--- src/rtl/float16_pkg.sv ---
// Half-precision field layout, value classes and decode helpers
// shared by the float datapath blocks.
package float16_pkg;

   localparam int FP_EW   = 5;
   localparam int FP_MW   = 10;
   localparam int FP_BIAS = 15;
   localparam int FP_EMAX = 31;

   typedef enum logic [2:0] {
      ZERO = 3'd0,
      SUB  = 3'd1,
      NORM = 3'd2,
      INF  = 3'd3,
      NAN  = 3'd4
   } fp_class_e;

   typedef struct packed {
      logic             sign;
      fp_class_e        cls;
      logic [FP_MW:0]   sig;
      logic [FP_EW-1:0] eeff;
   } unpack_t;

   function automatic logic [FP_EW-1:0] fp_exp(input logic [15:0] f);
      return f[FP_MW+FP_EW-1:FP_MW];
   endfunction

   function automatic logic [FP_MW-1:0] fp_man(input logic [15:0] f);
      return f[FP_MW-1:0];
   endfunction

   function automatic fp_class_e fp_classify(
      input logic [FP_EW-1:0] e,
      input logic [FP_MW-1:0] m
   );
      fp_class_e c;
      if (e == '0)
         c = (m == '0) ? ZERO : SUB;
      else if (e == FP_EW'(FP_EMAX))
         c = (m == '0) ? INF : NAN;
      else
         c = NORM;
      return c;
   endfunction

endpackage

--- src/rtl/fp16_unpack.sv ---
// Combinational half-precision unpack: class decode, hidden bit,
// and effective exponent (subnormals behave as exponent 1).
module fp16_unpack
   import float16_pkg::*;
(
   input  logic [15:0]      fdata,
   output logic             sign,
   output logic [2:0]       cls,
   output logic [FP_MW:0]   sig,
   output logic [FP_EW-1:0] eeff
);

   logic [FP_EW-1:0] e;
   logic [FP_MW-1:0] m;
   fp_class_e        c;

   always_comb begin
      e    = fp_exp(fdata);
      m    = fp_man(fdata);
      c    = fp_classify(e, m);
      sign = fdata[15];
      cls  = c;
      sig  = {(e != '0), m};
      eeff = (e == '0) ? FP_EW'(1) : e;
   end

endmodule

--- src/rtl/float_to_fixed.sv ---
// Half-precision to signed fixed-point converter: unpack, align,
// then sign/saturate, with a shared-stall valid/ready pipeline.
module float_to_fixed
   import float16_pkg::*;
#(
   parameter int IW = 16,
   parameter int FW = 8
) (
   input  logic              clock,
   input  logic              rst_n,
   input  logic              in_valid,
   output logic              in_ready,
   input  logic [15:0]       fdata,
   output logic              out_valid,
   input  logic              out_ready,
   output logic [IW+FW-1:0]  qdata,
   output logic              ovf,
   output logic              nan,
   output logic              inexact
);

   localparam int W  = IW + FW;
   localparam int XW = W + 1 + 32;

   localparam logic [W:0]   MAG_POS = {2'b00, {(W-1){1'b1}}};
   localparam logic [W:0]   MAG_NEG = {2'b01, {(W-1){1'b0}}};
   localparam logic [W-1:0] Q_MAX   = {1'b0, {(W-1){1'b1}}};
   localparam logic [W-1:0] Q_MIN   = {1'b1, {(W-1){1'b0}}};

   logic adv;
   assign adv      = ~out_valid | out_ready;
   assign in_ready = adv;

   logic             u_sign;
   logic [2:0]       u_cls;
   logic [FP_MW:0]   u_sig;
   logic [FP_EW-1:0] u_eeff;

   fp16_unpack u_unpack (
      .fdata (fdata),
      .sign  (u_sign),
      .cls   (u_cls),
      .sig   (u_sig),
      .eeff  (u_eeff)
   );

   unpack_t s1_n, s1;
   logic    v1;

   always_comb begin
      s1_n.sign = u_sign;
      s1_n.cls  = fp_class_e'(u_cls);
      s1_n.sig  = u_sig;
      s1_n.eeff = u_eeff;
   end

   always_ff @(posedge clock or negedge rst_n) begin
      if (!rst_n) begin
         v1 <= 1'b0;
         s1 <= '0;
      end else if (adv) begin
         v1 <= in_valid;
         s1 <= s1_n;
      end
   end

   logic signed [6:0] sh;
   logic [6:0]        nsh;
   logic [XW-1:0]     wide;
   logic [FP_MW:0]    lost;
   logic [W:0]        mag_n;
   logic              ovfp_n;
   logic              inxp_n;

   // Right shifts also land in the wide field so tiny W still flags overflow.
   always_comb begin
      sh     = 7'(s1.eeff) - 7'(FP_BIAS + FP_MW) + 7'(FW);
      nsh    = -sh;
      wide   = '0;
      lost   = '0;
      inxp_n = 1'b0;
      if (!sh[6]) begin
         wide = XW'(s1.sig) << sh[5:0];
      end else begin
         wide   = XW'(s1.sig >> nsh);
         lost   = s1.sig & ~({(FP_MW+1){1'b1}} << nsh);
         inxp_n = |lost;
      end
      mag_n  = wide[W:0];
      ovfp_n = |wide[XW-1:W+1];
   end

   logic       v2;
   logic       s2_sign;
   fp_class_e  s2_cls;
   logic [W:0] s2_mag;
   logic       s2_ovfp;
   logic       s2_inxp;

   always_ff @(posedge clock or negedge rst_n) begin
      if (!rst_n) begin
         v2      <= 1'b0;
         s2_sign <= 1'b0;
         s2_cls  <= ZERO;
         s2_mag  <= '0;
         s2_ovfp <= 1'b0;
         s2_inxp <= 1'b0;
      end else if (adv) begin
         v2      <= v1;
         s2_sign <= s1.sign;
         s2_cls  <= s1.cls;
         s2_mag  <= mag_n;
         s2_ovfp <= ovfp_n;
         s2_inxp <= inxp_n;
      end
   end

   logic         is_num;
   logic         big;
   logic [W-1:0] q_n;
   logic         ovf_n;
   logic         nan_n;
   logic         inx_n;

   always_comb begin
      is_num = (s2_cls == NORM) || (s2_cls == SUB);
      big    = s2_ovfp | (s2_sign ? (s2_mag > MAG_NEG)
                                  : (s2_mag > MAG_POS));
      q_n    = '0;
      ovf_n  = 1'b0;
      nan_n  = 1'b0;
      inx_n  = 1'b0;
      unique case (1'b1)
         (s2_cls == NAN): nan_n = 1'b1;
         ((s2_cls == INF) || (is_num && big)): begin
            q_n   = s2_sign ? Q_MIN : Q_MAX;
            ovf_n = 1'b1;
         end
         (is_num && !big): begin
            q_n   = s2_sign ? (W'(0) - s2_mag[W-1:0]) : s2_mag[W-1:0];
            inx_n = s2_inxp;
         end
         default: ;
      endcase
   end

   always_ff @(posedge clock or negedge rst_n) begin
      if (!rst_n) begin
         out_valid <= 1'b0;
         qdata     <= '0;
         ovf       <= 1'b0;
         nan       <= 1'b0;
         inexact   <= 1'b0;
      end else if (adv) begin
         out_valid <= v2;
         qdata     <= q_n;
         ovf       <= ovf_n;
         nan       <= nan_n;
         inexact   <= inx_n;
      end
   end

endmodule

--- config.mk ---
export PLATFORM = sky130hd
export DESIGN_NAME = float_to_fixed
export DESIGN_NICKNAME = d
export VERILOG_FILES = /design/src/rtl/float16_pkg.sv /design/src/rtl/fp16_unpack.sv /design/src/rtl/float_to_fixed.sv
export SDC_FILE = /design/constraint.sdc
export NUM_CORES = 1
export LEC_CHECK = 0
export BUFFER_PORTS_ARGS = -buffer_cell sky130_fd_sc_hd__buf_2
export CORE_MARGIN = 8
export CORE_UTILIZATION = 50
export CTS_BUF_LIST = sky130_fd_sc_hd__clkbuf_8
export DETAILED_ROUTE_END_ITERATION = 12
export GPL_TIMING_DRIVEN = 0
export HOLD_SLACK_MARGIN = 0.05
export PLACE_DENSITY = 0.69
export SLEW_MARGIN = 20
export SYNTH_ARGS = -nofsm -noshare
export SYNTH_HDL_FRONTEND = slang
export SYNTH_SLANG_ARGS = --single-unit
--- constraint.sdc ---
create_clock -name clock -period 4.5 [get_ports clock]
set_input_delay 0.45 -clock clock [delete_from_list [all_inputs] [get_ports clock]]
set_output_delay 0.45 -clock clock [all_outputs]
set_load 0.005 [all_outputs]
==> flow_summary.json, run 1 <==
{
  "cts_buffers": 9,
  "grt_max_degree": 61,
  "dpl_worst_slack_ns": 0.3367,
  "grt.total_usage": 0.2376,
  "hp-class": "primary input to flip-flop",
  "routed_wl_um": 17110,
  "wl_per_cell_um": 20.41,
  "final_cell_mix": "nand2_1 (101), dfrtp_1 (81), nor2_1 (58)",
  "antenna_found_initial": 0,
  "cts.clk_slew.worst_paths_ns": 0.10,
  "fp.coreArea_mm2": 0.01084,
  "fp-row-count": 38,
  "clkSinkCount": 81,
  "synth_top_cell_by_area": "dfrtp_1",
  "synth_area_per_cell_um2": 8.810,
  "crit_required_ns": 4.76,
  "syn_inst": 632,
  "synth-seq-area-share": 0.3640,
  "slew_viol_final": 0,
  "ys_ff_latch": 81,
  "ys_types": 75,
  "post_cts_buffers": 0,
  "synth_ff_type": "dfrtp_1",
  "max_slew_margin": 0.5221,
  "synthToLayoutAreaGrowth_pct": 12.11,
  "io_pins": 49,
  "yosysWarningCount": 0,
  "via_count": 5220,
  "die_w_um": 121.5,
  "final_common_cell": "nand2_1",
  "synth_edf_count": 0,
  "critPathArrivalTime_ns": 4.43,
  "cts_tree": "yes",
  "synth_fp_nets": 658,
  "synthesis.area_mm2": 0.005568,
  "start_util": 0.5136,
  "outcome": "finished clean",
  "setup_ws_ns": 0.3312,
  "grt_pass1_vias": 5165,
  "place_hpwl_um": 13250,
  "gp_congestion": 0.9320,
  "hold_ws_ns": 0.2638,
  "layout.nets": 719,
  "hold_viol": 0,
  "synth_area_leaders": "dfrtp_1 (36%), nand2_1 (6.8%), mux4_2 (4.4%), nor2_1 (3.9%), mux2i_1 (3.8%)",
  "path_max_fanout": 11,
  "overflow": 0,
  "skew_ns": 0.01176,
  "fmax_mhz": 239.9,
  "endpoint_kind": "flip-flop",
  "port_buffers": 48,
  "worstSkewPairLatency_ns": 0.38,
  "firstDrtPassIters": 5,
  "setup_tns_ns": 0,
  "period_needed_ns": 4.169,
  "die_area_mm2": 0.01477,
  "die_h_um": 121.5,
  "p_leak_uw": 0.002758,
  "n_antenna_cell": 0,
  "ant_nets": 0,
  "path_class": "flip-flop to flip-flop",
  "synth_top_area_frac": 0.3640,
  "period_share": 0.9264,
  "drv_cap": 0,
  "powerDensity_mw_per_mm2": 772.5,
  "setup_viol": 0,
  "viasPerCell": 6.229,
  "grt_pass1_wl_um": 27340,
  "ir_drop_v": 0.0003123,
  "critPathLaunchType": "flip-flop",
  "ys_async_sr_fraction": 1.000,
  "tightest_slew_ns": 0.6968,
  "clockBufferDepth": 2,
  "cts-root-buf": "clkbuf_8",
  "drive_above_1_share": 0.1590,
  "ctsHtreeMaxLevel": 3,
  "drt-initial-drc-count": 372,
  "rsz0062_at_grt": "no",
  "drc": 0
}
critical path, cell delays in order (launching register included):
cell	delay, ns
dfrtp_1	0.40
buf_6	0.15
or3_1	0.51
xnor2_4	0.23
inv_2	0.16
clkbuf_1	0.45
ha_1	0.38
xor2_2	0.35
xnor2_1	0.16
nor4_1	0.32
a21oi_1	0.15
a2111oi_0	0.47
o2bb2ai_1	0.11
o221a_1	0.21
where the power goes:
group / switching (uW) / internal [uW]
Combinational: 1840 / 1180
Sequential: 233 / 982
Clock: 311 / 279
layer usage:
| layer | wire length [um] | global-route usage | vias to the layer above |
|---|---|---|---|
| met5 | 0 | 0 | - |
| met4 | 643 | 0.09792 | 0 |
| met3 | 1029 | 0.04886 | 52 |
| met2 | 8524 | 0.4184 | 206 |
| met1 | 6910 | 0.2758 | 2517 |
| li1 | - | - | 2445 |
path summary, 6_finish.rpt:
check / slack [ns] / cells past startpoint / startpoint / end
max in group asynchronous: 3.37 / 3 / rst_n / s1[5]$_DFFE_PN0P_
setup reg to reg: 0.33 / 13 / s1[0]$_DFFE_PN0P_ / s2_inxp$_DFFE_PN0P_
setup / recovery: 0.33 / 13 / s1[0]$_DFFE_PN0P_ / s2_inxp$_DFFE_PN0P_
hold / removal: 0.26 / 3 / in_valid / v1$_DFFE_PN0P_
hold reg to reg: 0.47 / 2 / nan$_DFFE_PN0P_ / nan$_DFFE_PN0P_
min in group asynchronous: 0.53 / 2 / rst_n / qdata[15]$_DFFE_PN0P_
cell type report:
class                      instances  area, um2
buffer                            48      216.5
clock buffer                      10      137.6
clock inverter                     6      70.07
fill                             993       4598
inverter                          12      45.04
multi-input combinational        491       3291
sequential                        81       2027
tap                              140      175.2
timing repair buffer              50      280.3
state kept, by name, indices dropped and copies added (netlist names):
register	count
s2_cls	3
v1	1
s2_inxp	1
inexact	1
qdata	24
s2_mag	25
ovf	1
out_valid	1
nan	1
s2_sign	1
s1	20
s2_ovfp	1
v2	1
cells in the mapped netlist, drive strengths merged, types with 3 or more instances:
library cell and n:
a21oi 18, a22o 16, a22oi 3, a31oi 8
and3 3, buf 19, clkbuf 29, dfrtp 81
ha 6, inv 11, mux2 5, mux2i 21
mux4 11, nand2 102, nand2b 5, nand3 18
nand4 6, nand4b 3, nor2 58, nor2b 5
nor3 12, nor4 9, o2111ai 3, o211ai 5
o21a 4, o21ai 41, o221ai 4, o22a 23
o22ai 8, o311ai 3, o31ai 8, o32ai 3
o41ai 4, or2 8, or3 10, or4 3
xnor2 9, xor2 22
kinds of logic (layout without fill, tap and decap cells):
logic type | count (synthesis) | count (layout) | synth area share
AND/OR/NAND/NOR | 249 | 249 | 0.2121
buffers and inverters | 60 | 126 | 0.04697
adder cells (fa/ha/maj) | 6 | 6 | 0.01348
XOR/XNOR | 31 | 31 | 0.05281
multiplexers | 37 | 37 | 0.09236
AO/OA/AOI/OAI | 168 | 168 | 0.2182
flip-flops | 81 | 81 | 0.3640
metrics by stage:
stage	power, uW	instances	cell area, um2	util
finish	4822	838	6242	0.5758
global route	5177	838	6242	0.5758
CTS	4794	838	6231	0.5748
detailed placement	4202	821	6013	0.5547
global placement	4151	820	5983	0.5519
floorplan	3342	632	5568	-
timing repair:
action | CTS | global route
hold endpoints to repair | 21 | 0
hold buffers | 1 | 0
gates resized for setup | 0 | 1
endpoints found under the setup margin | 0 | 1
Note: power is estimated with default switching activity, not from simulation.
==> run 2: changes to the inputs <==
--- a/config.mk
+++ b/config.mk
@@ -6,7 +6,6 @@
 export NUM_CORES = 1
 export LEC_CHECK = 0
 export BUFFER_PORTS_ARGS = -buffer_cell sky130_fd_sc_hd__buf_2
-export CORE_MARGIN = 8
 export CORE_UTILIZATION = 50
 export CTS_BUF_LIST = sky130_fd_sc_hd__clkbuf_8
 export DETAILED_ROUTE_END_ITERATION = 12
@@ -16,4 +15,5 @@
 export SLEW_MARGIN = 20
 export SYNTH_ARGS = -nofsm -noshare
 export SYNTH_HDL_FRONTEND = slang
+export SYNTH_HIERARCHICAL = 1
 export SYNTH_SLANG_ARGS = --single-unit
==> flow_summary.json, run 2 <==
{
  "largest_reg_flops": 25,
  "ir_drop_v": 0.0003154,
  "p_switching_uw": 2541,
  "grt_pass1_vias": 5563,
  "crit_required_ns": 4.75,
  "drv_cap": 0,
  "start_util": 0.5181,
  "gp_congestion": 0.9247,
  "skew_ns": 0.01239,
  "via_count": 5871,
  "grt_pass1_wl_um": 30630,
  "ys_async_sr_fraction": 1.000,
  "combPwrFrac": 0.660,
  "port_buffers": 47,
  "p_sw_frac": 0.5089,
  "endpoint_kind": "flip-flop",
  "setup_viol": 0,
  "hold_viol": 0,
  "critPathLaunchType": "flip-flop",
  "routed_wl_um": 18870,
  "place_hpwl_um": 14600,
  "clockPowerShare": 0.111,
  "viasPerCell": 6.252,
  "placed_area_mm2": 0.006436,
  "period_share": 0.9396,
  "synth_commonest_cells": "nand2_1 (133), dfrtp_1 (81), nor2_1 (61)",
  "postLayoutCellArea_mm2": 0.006681,
  "yosysWarningCount": 6,
  "dpl_worst_slack_ns": -0.008497,
  "hp-class": "primary input to flip-flop",
  "rr_worst_depth": 15,
  "drc": 3,
  "synth_top_area_frac": 0.3383,
  "critPathArrivalTime_ns": 4.48,
  "cts_tree": "yes",
  "slew_viol_final": 0,
  "synthToLayoutAreaGrowth_pct": 11.51,
  "top_regs": "s2_mag: 25 flops, qdata: 24 flops, s1: 20 flops",
  "period_needed_ns": 4.228,
  "synth_fp_nets": 754,
  "die_w_um": 111.5,
  "drt-initial-drc-count": 463,
  "firstDrtPassIters": 9,
  "drive_above_1_share": 0.1746,
  "grt_max_degree": 56,
  "synth_edf_count": 0,
  "path_class": "flip-flop to flip-flop",
  "die_area_mm2": 0.01243,
  "synthesis.area_mm2": 0.005992,
  "ctsHtreeMaxLevel": 3,
  "ys_types": 78,
  "cts-root-buf": "clkbuf_8",
  "cts_buffers": 9,
  "final_cell_mix": "nand2_1 (133), dfrtp_1 (81), nor2_1 (61)",
  "grt.total_usage": 0.3155,
  "ant_nets": 0,
  "regMostFlops": "s2_mag",
  "wl_per_cell_um": 20.09,
  "fp.coreArea_mm2": 0.01156,
  "clockBufferDepth": 2,
  "path_max_fanout": 11,
  "outcome": "finished with violations",
  "antenna_found_initial": 0,
  "final_common_cell": "nand2_1",
  "intPower_uw": 2453,
  "ys_ff_latch": 81,
  "violations": "DRC",
  "max_slew_margin": 0.5334,
  "synthMostInstantiatedCell": "nand2_1",
  "synth-seq-area-share": 0.3383,
  "worstSkewPairLatency_ns": 0.38,
  "powerDensity_mw_per_mm2": 747.5,
  "syn_inst": 728,
  "setup_ws_ns": 0.2719,
  "fillers": 1069,
  "holdPathStages": 3,
  "synth_area_leaders": "dfrtp_1 (34%), nand2_1 (8.3%), mux2i_1 (4.2%), o21ai_0 (4.0%), nor2_1 (3.8%)",
  "overflow": 0,
  "n_antenna_cell": 0,
  "seq_power_share": 0.230,
  "synth_area_per_cell_um2": 8.231,
  "fp-row-count": 39,
  "p_leak_uw": 0.003009,
  "clkSinkCount": 81,
  "cts.clk_slew.worst_paths_ns": 0.09,
  "die_h_um": 111.5,
  "tightest_slew_ns": 0.6948,
  "io_pins": 49,
  "synth_top_cell_by_area": "dfrtp_1",
  "synth_ff_type": "dfrtp_1",
  "fmax_mhz": 236.5,
  "layout.nets": 817
}
==> run 2: cell types whose count changed after synthesis, moves of 9 or more <==
cell,change
a21oi_1,+13
o21ai_1,-9
clkbuf_1,+18
a22o_1,-11
xor2_1,-10
a211oi_1,+12
o22a_1,-22
o21ai_0,+19
o31ai_1,+9
nand2_1,+32
buf_4,+16
==> run 2: cell type report <==
type / instances / area (um2) / share of cell area
Multi-Input combinational cell: 560 / 3550 / 0.5313
Timing Repair Buffer: 54 / 312.8 / 0.04682
Clock buffer: 9 / 123.9 / 0.01854
Clock inverter: 7 / 70.07 / 0.01049
Inverter: 11 / 47.55 / 0.007116
Tap cell: 143 / 178.9 / 0.02678
Buffer: 74 / 371.6 / 0.05562
Sequential cell: 81 / 2027 / 0.3034
==> run 2: what timing repair did <==
action,4_1_cts,5_1_grt
setup endpoints to repair,3,8
hold buffers,1,0
hold endpoints to repair,26,0
gates resized for setup,0,2
setup buffers,0,5
==> run 2: worst paths after layout <==
path	from	to	slack (ns)
min reg2reg	v2$_DFFE_PN0P_	out_valid$_DFFE_PN0P_	0.47
max	s1[0]$_DFFE_PN0P_	s2_inxp$_DFFE_PN0P_	0.27
min	in_valid	v1$_DFFE_PN0P_	0.27
min in group asynchronous	rst_n	qdata[14]$_DFFE_PN0P_	0.53
max in group asynchronous	rst_n	s1[11]$_DFFE_PN0P_	3.37
max reg2reg	s1[0]$_DFFE_PN0P_	s2_inxp$_DFFE_PN0P_	0.27
==> run 2: through the flow <==
stage	setup TNS [ns]	hold slack (ns)	power, uW	util	cells
finish	0	0.2678	4994	0.5777	939
floorplan	0	0.1544	3422	-	728
detailed placement	-0.01095	0.3971	4343	0.5565	919
global placement	0	0.4476	4321	0.5539	918
global route	-0.02209	0.2714	5330	0.5777	939
CTS	0	0.2628	4904	0.5738	935
==> run 2: layer usage <==
metal,part of all wire,track usage
met4,0.034,0.1306
met3,0.066,0.05280
met5,0,0
met1,0.44,0.4291
met2,0.46,0.5000
==> run 2: cells by family (layout without fill, tap and decap cells) <==
family / count (synthesis) / after routing / share of synthesized area
adder cells (fa/ha/maj): 7 / 7 / 0.01420
AND/OR/NAND/NOR: 296 / 296 / 0.2305
multiplexers: 43 / 43 / 0.08875
buffers and inverters: 87 / 155 / 0.07058
flip-flops: 81 / 81 / 0.3383
XOR/XNOR: 30 / 30 / 0.05074
AO/OA/AOI/OAI: 184 / 184 / 0.2069
==> run 2: critical path, stage by stage, from the launching register on <==
cell and delay (ns):
dfrtp_1 0.41, buf_2 0.31, clkinvlp_4 0.32, ha_1 0.28
buf_4 0.18, inv_1 0.08, o21ai_0 0.11, xnor2_1 0.24
ha_1 0.30, nand2b_1 0.27, or3_1 0.37, a211oi_1 0.30
o32ai_2 0.17, a21oi_1 0.32, o31ai_1 0.15, o311ai_1 0.32
==> run 2: power groups by stage <==
stage / Combinational, uW / Clock (uW) / Sequential [uW]
floorplan: 2310 / 0 / 1110
global placement: 3180 / 0 / 1140
detailed placement: 3190 / 0 / 1160
CTS: 3210 / 555 / 1140
global route: 3580 / 581 / 1170
finish: 3290 / 552 / 1150
==> run 3: changes to the inputs <==
--- a/config.mk
+++ b/config.mk
@@ -15,5 +15,4 @@
 export SLEW_MARGIN = 20
 export SYNTH_ARGS = -nofsm -noshare
 export SYNTH_HDL_FRONTEND = slang
-export SYNTH_HIERARCHICAL = 1
 export SYNTH_SLANG_ARGS = --single-unit
==> flow_summary.json, run 3 (same netlist as run 1, synthesis figures left out) <==
{
  "outcome": "finished clean",
  "die_area_mm2": 0.01156,
  "setup_viol": 0,
  "powerDensity_mw_per_mm2": 785.9,
  "critPathLaunchType": "flip-flop",
  "final_common_cell": "nand2_1",
  "die_h_um": 107.5,
  "gp_congestion": 0.9623,
  "cts.clk_slew.worst_paths_ns": 0.10,
  "critPathTopFamily": "compound AO/OA/AOI/OAI gates",
  "wl_per_cell_um": 20.36,
  "endpoint_kind": "flip-flop",
  "clkSinkCount": 81,
  "post_cts_buffers": 0,
  "crit_path_top_delay_cell": "a2111oi_1",
  "fp.coreArea_mm2": 0.01084,
  "antenna_found_initial": 0,
  "path_buf_inv": 3,
  "postLayoutCellArea_mm2": 0.006272,
  "worstSkewPairLatency_ns": 0.39,
  "ant_nets": 0,
  "critPathArrivalTime_ns": 4.47,
  "start_util": 0.5136,
  "cts_buffers": 9,
  "rsz0062_at_grt": "no",
  "stdcell_count": 838,
  "p_leak_uw": 0.002776,
  "drv_cap": 0,
  "hold_ws_ns": 0.2664,
  "period_share": 0.9334,
  "overflow": 0,
  "drc": 0,
  "n_antenna_cell": 0,
  "cts_tree": "yes",
  "crit_chain": "buf_6, or3_1, xnor2_2, inv_2, clkbuf_1, ha_1, xor2_2, xnor2_1, nor4_1, a21oi_1, a2111oi_1, o2bb2ai_1, o221a_1",
  "crit_required_ns": 4.77,
  "path_max_fanout": 11,
  "viasPerCell": 6.186,
  "drive_above_1_share": 0.1590,
  "placed_area_mm2": 0.006013,
  "drt-initial-drc-count": 364,
  "path_class": "flip-flop to flip-flop",
  "routed_wl_um": 17060,
  "skew_ns": 0.01521,
  "slowest_delay_ns": 0.50,
  "tightest_slew_ns": 0.8551,
  "firstDrtPassIters": 5,
  "io_pins": 49,
  "largest_reg_flops": 25,
  "hp-class": "primary input to flip-flop",
  "period_needed_ns": 4.200,
  "synthToLayoutAreaGrowth_pct": 12.65,
  "max_slew_margin": 0.4259,
  "grt_pass1_wl_um": 27090,
  "top_regs": "s2_mag: 25 flops, qdata: 24 flops, s1: 20 flops",
  "slew_viol_final": 0,
  "regMostFlops": "s2_mag",
  "layout.nets": 719,
  "fmax_mhz": 238.1,
  "via_count": 5184,
  "hold_viol": 0,
  "ctsHtreeMaxLevel": 3,
  "place_hpwl_um": 13050,
  "cts-root-buf": "clkbuf_8",
  "port_buffers": 48,
  "clockBufferDepth": 2,
  "grt_pass1_vias": 5028,
  "grt_max_degree": 58,
  "final_cell_mix": "nand2_1 (101), dfrtp_1 (81), nor2_1 (58)",
  "dp_cells": 821,
  "ir_drop_v": 0.0004162,
  "die_w_um": 107.5,
  "fp-row-count": 38,
  "grt.total_usage": 0.3124,
  "setup_tns_ns": 0
}
## run 3: cell types whose count changed in the layout (fill, tap and decap cells not counted), moves of 9 or more
cell      previous run  this run
xor2_1              10        20
o21ai_0             48        29
nand2_1            133       101
a211oi_1            14         2
o31ai_1             17         8
o21ai_1              2        11
clkbuf_1            47        29
a22o_1               5        16
o22a_1               1        23
buf_4               23         2
a21oi_1             31        18
## run 3: power breakdown
part / switching (uW) / internal [uW] / leakage, uW
clock: 308 / 371 / 0.000127
sequential: 231 / 982 / 0.00102
combinational: 1860 / 1180 / 0.00163
total: 2400 / 2530 / 0.00278
## run 3: final timing paths
check                                    endpoint  slack [ns]         startpoint  cells after the start
max in group asynchronous          v2$_DFFE_PN0P_        3.36              rst_n                      3
min                            s1[19]$_DFFE_PN0P_        0.27          fdata[15]                      3
min in group asynchronous  s2_mag[17]$_DFFE_PN0P_        0.53              rst_n                      2
max                           s2_inxp$_DFFE_PN0P_        0.30  s1[0]$_DFFE_PN0P_                     13
max reg2reg                   s2_inxp$_DFFE_PN0P_        0.30  s1[0]$_DFFE_PN0P_                     13
min reg2reg                        v2$_DFFE_PN0P_        0.46     v2$_DFFE_PN0P_                      2
## run 3: timing repair
action                     4_1_cts  5_1_grt
hold endpoints to repair        24        0
hold buffers                     1        0
setup endpoints to repair        0        1
resized for setup                0        2
## run 3: cell type report
cell class | instances | area (um2)
fill | 1001 | 4568
multi-input combinational | 491 | 3286
sequential | 81 | 2027
timing repair buffer | 50 | 280.3
buffer | 48 | 216.5
tap | 140 | 175.2
clock buffer | 9 | 123.9
clock inverter | 7 | 118.9
inverter | 12 | 45.04
## run 3: routing by layer
layer | vias to the layer above | part of all wire | global-route usage
met4 | 0 | 0.033 | 0.1350
li1 | 2442 | - | -
met2 | 191 | 0.50 | 0.5490
met1 | 2503 | 0.42 | 0.3784
met3 | 48 | 0.048 | 0.04540
met5 | - | 0 | 0
## run 3: worst min-delay path: stages
cell and delay (ns):
buf_2 0.07, nand2_1 0.04, nand2_1 0.05
## run 3: metrics by stage
stage / worst slack [ns] / power, uW / utilization
3_3_place_gp: 0.3429 / 4143 / 0.5519
2_1_floorplan: 0.9471 / 3342 / -
6_report: 0.2998 / 4929 / 0.5786
3_5_place_dp: 0.2565 / 4204 / 0.5547
4_1_cts: 0.2231 / 4886 / 0.5780
5_1_grt: 0.01923 / 5264 / 0.5786
